### src/rtl/divider_pkg.sv
// Shared constants and helpers for the clock-enable divider.
package divider_pkg;

  localparam int unsigned DIV_N_DEFAULT    = 50_000_000;
  localparam int unsigned TEST_DIV_DEFAULT = 4;

  // Counter width able to hold values 0..n-1; never narrower than one bit.
  function automatic int cnt_width(input longint unsigned n);
    if (n <= 64'd2) begin
      return 1;
    end
    return $clog2(n);
  endfunction

endpackage

### src/rtl/divider_counter.sv
// Mod-L counter: counts 0..last, wraps to 0, with synchronous clear.
// tc flags the terminal count; any value at or above last is terminal,
// so a shrink of the limit can never strand the counter above it.
module divider_counter
  import divider_pkg::*;
#(
  parameter int unsigned CW = 1
) (
  input  logic          clk,
  input  logic          clr,
  input  logic [CW-1:0] last,
  output logic          tc
);

  logic [CW-1:0] count_q;
  logic [CW-1:0] count_d;

  // Terminal detect on the registered count.
  always_comb begin
    tc = (count_q >= last);
  end

  // Next count: wrap at terminal, otherwise increment.
  always_comb begin
    count_d = count_q + 1'b1;
    if (tc) begin
      count_d = '0;
    end
  end

  // Count register with synchronous clear.
  always_ff @(posedge clk) begin
    if (clr) begin
      count_q <= '0;
    end else begin
      count_q <= count_d;
    end
  end

endmodule

### src/rtl/divider.sv
// Clock-enable generator: one-cycle ena pulse every L div_clk edges, where
// L is TEST_DIV in test mode (testn=0) and DIV_N in normal mode (testn=1).
// A change of testn restarts the period; reset aborts it.
module divider
  import divider_pkg::*;
#(
  parameter int unsigned DIV_N    = DIV_N_DEFAULT,
  parameter int unsigned TEST_DIV = TEST_DIV_DEFAULT
) (
  input  logic div_clk,
  input  logic reset,
  input  logic testn,
  output logic ena
);

  localparam int CW = cnt_width(64'(DIV_N));
  localparam logic [CW-1:0] LAST_TEST = CW'(TEST_DIV - 1);
  localparam logic [CW-1:0] LAST_NORM = CW'(DIV_N - 1);

  // Illegal ratios are rejected while elaborating.
  if (TEST_DIV < 2 || DIV_N < 2 || TEST_DIV > DIV_N) begin : g_bad_params
    $error("divider: need 2 <= TEST_DIV <= DIV_N");
  end

  logic          mode_q;
  logic          mode_d;
  logic          ena_q;
  logic          ena_d;
  logic          mode_chg;
  logic          clr;
  logic          tc;
  logic [CW-1:0] last;

  // Mode tracking, restart conditions and the next pulse value.
  always_comb begin
    mode_chg = (testn != mode_q);
    clr      = reset | mode_chg;
    last     = mode_q ? LAST_NORM : LAST_TEST;
    mode_d   = testn;
    ena_d    = tc & ~clr;
  end

  divider_counter #(
    .CW(CW)
  ) u_counter (
    .clk  (div_clk),
    .clr  (clr),
    .last (last),
    .tc   (tc)
  );

  // Mode and output registers; reset takes priority over everything.
  always_ff @(posedge div_clk) begin
    if (reset) begin
      mode_q <= testn;
      ena_q  <= 1'b0;
    end else begin
      mode_q <= mode_d;
      ena_q  <= ena_d;
    end
  end

  assign ena = ena_q;

endmodule

### config.mk
export PLATFORM = sky130hd
export DESIGN_NAME = divider
export DESIGN_NICKNAME = d
export VERILOG_FILES = /design/src/rtl/divider_pkg.sv /design/src/rtl/divider_counter.sv /design/src/rtl/divider.sv
export SDC_FILE = /design/constraint.sdc
export NUM_CORES = 1
export LEC_CHECK = 0
export ABC_AREA = 1
export BUFFER_PORTS_ARGS = -buffer_cell sky130_fd_sc_hd__buf_2
export CAP_MARGIN = 30
export CORE_MARGIN = 5
export CORE_UTILIZATION = 40
export DETAILED_ROUTE_END_ITERATION = 8
export PLACE_DENSITY = 0.6
export SKIP_CTS_REPAIR_TIMING = 1
export SYNTH_ARGS = -nofsm -noshare
export SYNTH_HDL_FRONTEND = slang
export SYNTH_SLANG_ARGS = --single-unit
### constraint.sdc
create_clock -name div_clk -period 2.2 [get_ports div_clk]
set_input_delay 0.11 -clock div_clk [delete_from_list [all_inputs] [get_ports div_clk]]
set_output_delay 0.11 -clock div_clk [all_outputs]
set_load 0.005 [all_outputs]
==> impl_results.md <==
- Crit path kind: reg2reg
- Relative slew slack: 61.27%
- CP Capture Type: register
- Seq/Total Area, Yosys: between 20 and 30%
- CTS sink cnt: 28
- Number of synthesized register bits: 28
- Cells after synthesis: 289
- Initial antenna violation count: 0
- YS warnings: 0
- Number of global-route vias before repair: around 1.6k
- Commonest non-fill, non-tap cell in the layout: nand2_1
- Site Rows: 25
- H-tree levels: 1
- Peak supply drop: 224.5 uV
- Main combinational cell family by area after synthesis: simple AND/OR/NAND/NOR gates
- Achievable clock frequency: 486.7 MHz
- Power Dens Cells: roughly 470 nW/um^2
- Iter 0 DRT Violations: 72
- Post-Synth Adder-Cell Area: 11.09%
- Outcome: finished clean
- Fin nets: around 320
- Compound-Gate Fraction of Synth Area: 2.153%
- Root buf cell: clkbuf_8
- Syn nets: 309
- Post-synth top area share: between 20% and 30%
- Period utilization: 93.40%
- Die Y: 79.25 um
- DIE AREA: around 6300 um^2
- First-pass GRT wire length: 6941 um
- Routed WL per cell: 11.86 um
- Worst Hold Class: in2reg
- Ant. Diodes: 0
- XOR/XNOR share of the synthesized area: 7.306%
- Reg clk slew, reported paths: 0.11 ns
- Minimum clock period: 2.055 ns
- Final Total Pwr: 1.008 mW
- WL final: 4211 um
- Initial DRT Pass Iterations: 4
- Gpl congestion: ~0.85
- Hpwl dp: 3019 um
- GRT overflow: 0
- Die width: approximately 79 um
- Commonest non-fill, non-tap cells in the layout: nand2_1 (85), nor2_1 (60), inv_1 (33), dfxtp_1 (27), ha_1 (17)
- Slew @ Worst Pin: 0.5788 ns
- Final hold vios: 0
- Fill count: 491
- Initial Util: ~40%
- Max clock buf depth: 2
- Vias/cell: between 4 and 5
- WP data arrival: 2.24 ns
- Post-DRT Antenna Nets: 0
- Final setup fails: 0
- Inserted Clock Buffers: 3
- Residual DRC: 0
- Synth area leader: dfxtp_1
- TritonCTS clock tree: done
- Share of layout cells above drive strength 1: 11.30%
- Synth cell types: 25
- Port Buffers: 3
- Final core occ: 46.11%
- Max_cap viols: 0
- Vias after detailed routing: 1,705
- Simple-gate share of the synthesized area: 41.81%
- Largest net degree at the start of global routing: 27
- GRT Overall Usage: 13.73%
- Mapped Area: 1918 um^2
- Worst-Skew Late Latency: 0.28 ns
- Slew Limit Fails: 0
- CORE AREA: 4692 um^2
- CP required: 2.39 ns
- Skew final: 0.003819 ns
- Syn_area_per_cell: ~6.6 um^2
- Area delta synth->final: 12.79%
- Synth top area cells: dfxtp_1 (29%), nand2_1 (17%), nor2_1 (12%)
- Crit start category: register
- Leak pwr: 0.8819 nW
- Worst Path Max Fanout: 13
- IO Count: 4
- Multiplexer area fraction after synthesis: 0%
## synth_stat cells
| library cell | number |
|---|---|
| inv_2 | 3 |
| nand3_1 | 12 |
| inv_1 | 34 |
| nor3_2 | 1 |
| a21oi_2 | 1 |
| a21oi_1 | 4 |
| nor2_4 | 2 |
| nor2_1 | 60 |
| ha_1 | 17 |
| nand3_2 | 2 |
| xor2_1 | 9 |
| and2_1 | 1 |
| a21o_1 | 1 |
| nor3_1 | 1 |
| nand2_2 | 1 |
| o21ai_1 | 1 |
| nand4_1 | 3 |
| xnor2_1 | 7 |
| dfxtp_1 | 28 |
| nand3b_1 | 5 |
| and2_4 | 1 |
| nor2_2 | 6 |
| buf_6 | 2 |
| nand4_4 | 1 |
| nand2_1 | 86 |
## area by class of cell
class	count	area (um^2)	area share (%)
Clock buffer	3	41.29	1.909
Clock inverter	1	30.03	1.388
Inverter	37	142.6	6.593
Multi-Input combinational cell	224	1240	57.32
Sequential cell	28	561.8	25.97
Tap cell	54	67.56	3.123
Timing Repair Buffer	8	80.08	3.702
## per-layer routing
| metal | track usage [%] | vias to the layer above | routed length (um) |
|---|---|---|---|
| met2 | 23.74 | 19 | 1874 |
| met4 | 4.124 | 0 | 66 |
| li1 | - | 926 | - |
| met1 | 17.97 | 753 | 2147 |
| met3 | 1.361 | 7 | 123 |
| met5 | 0 | - | 0 |
## stage by stage
step | hold WS, ns | std cells | setup slack, ns | setup TNS [ns] | cell area (um^2)
after global placement | 0.2386 | 344 | 0.02054 | 0 | 1978
after global routing | 0.2196 | 355 | -0.01366 | -0.08164 | 2163
after floorplan | 0.1377 | 289 | 0.4180 | 0 | 1918
final | 0.1912 | 355 | 0.1452 | 0 | 2163
after detailed placement | 0.2399 | 344 | -0.06615 | -1.275 | 1978
after CTS | -0.05405 | 348 | -0.1097 | -2.410 | 2049
## sequential cells by signal (all words and copies together), names as in the netlist
name and cells:
u_counter.count_q 26, ena 1, mode_q 1
## critical path, stage by stage (launching register included)
cell        delay (ns)
dfxtp_2           0.37
clkinvlp_4        0.17
buf_4             0.18
ha_1              0.30
nand2_1           0.07
nor2_2            0.18
nand2_1           0.11
nor2_1            0.14
nand2_2           0.14
nand4_4           0.10
buf_12            0.15
nor2_1            0.04
## worst paths after layout
path	from	end	cells past startpoint	slack (ns)
max	mode_q	u_counter.count_q[3]	11	0.15
min	reset	ena	4	0.19
max reg2reg	mode_q	u_counter.count_q[3]	11	0.15
min reg2reg	u_counter.count_q[0]	u_counter.count_q[0]	1	0.45
## kinds of logic (layout without fill, tap and decap cells)
kind of cell / Yosys count / after routing
simple gates: 182 / 184
buf+inv: 39 / 49
flops: 28 / 28
fa+ha+maj: 17 / 17
xor+xnor: 16 / 16
compound gates: 7 / 7
## where the power goes
group | switching, mW | internal, mW
logic | 0.0426 | 0.0313
registers | 0.00290 | 0.510
clock network | 0.177 | 0.244
total | 0.223 | 0.786
No activity file was read; power rests on OpenSTA's default activity.
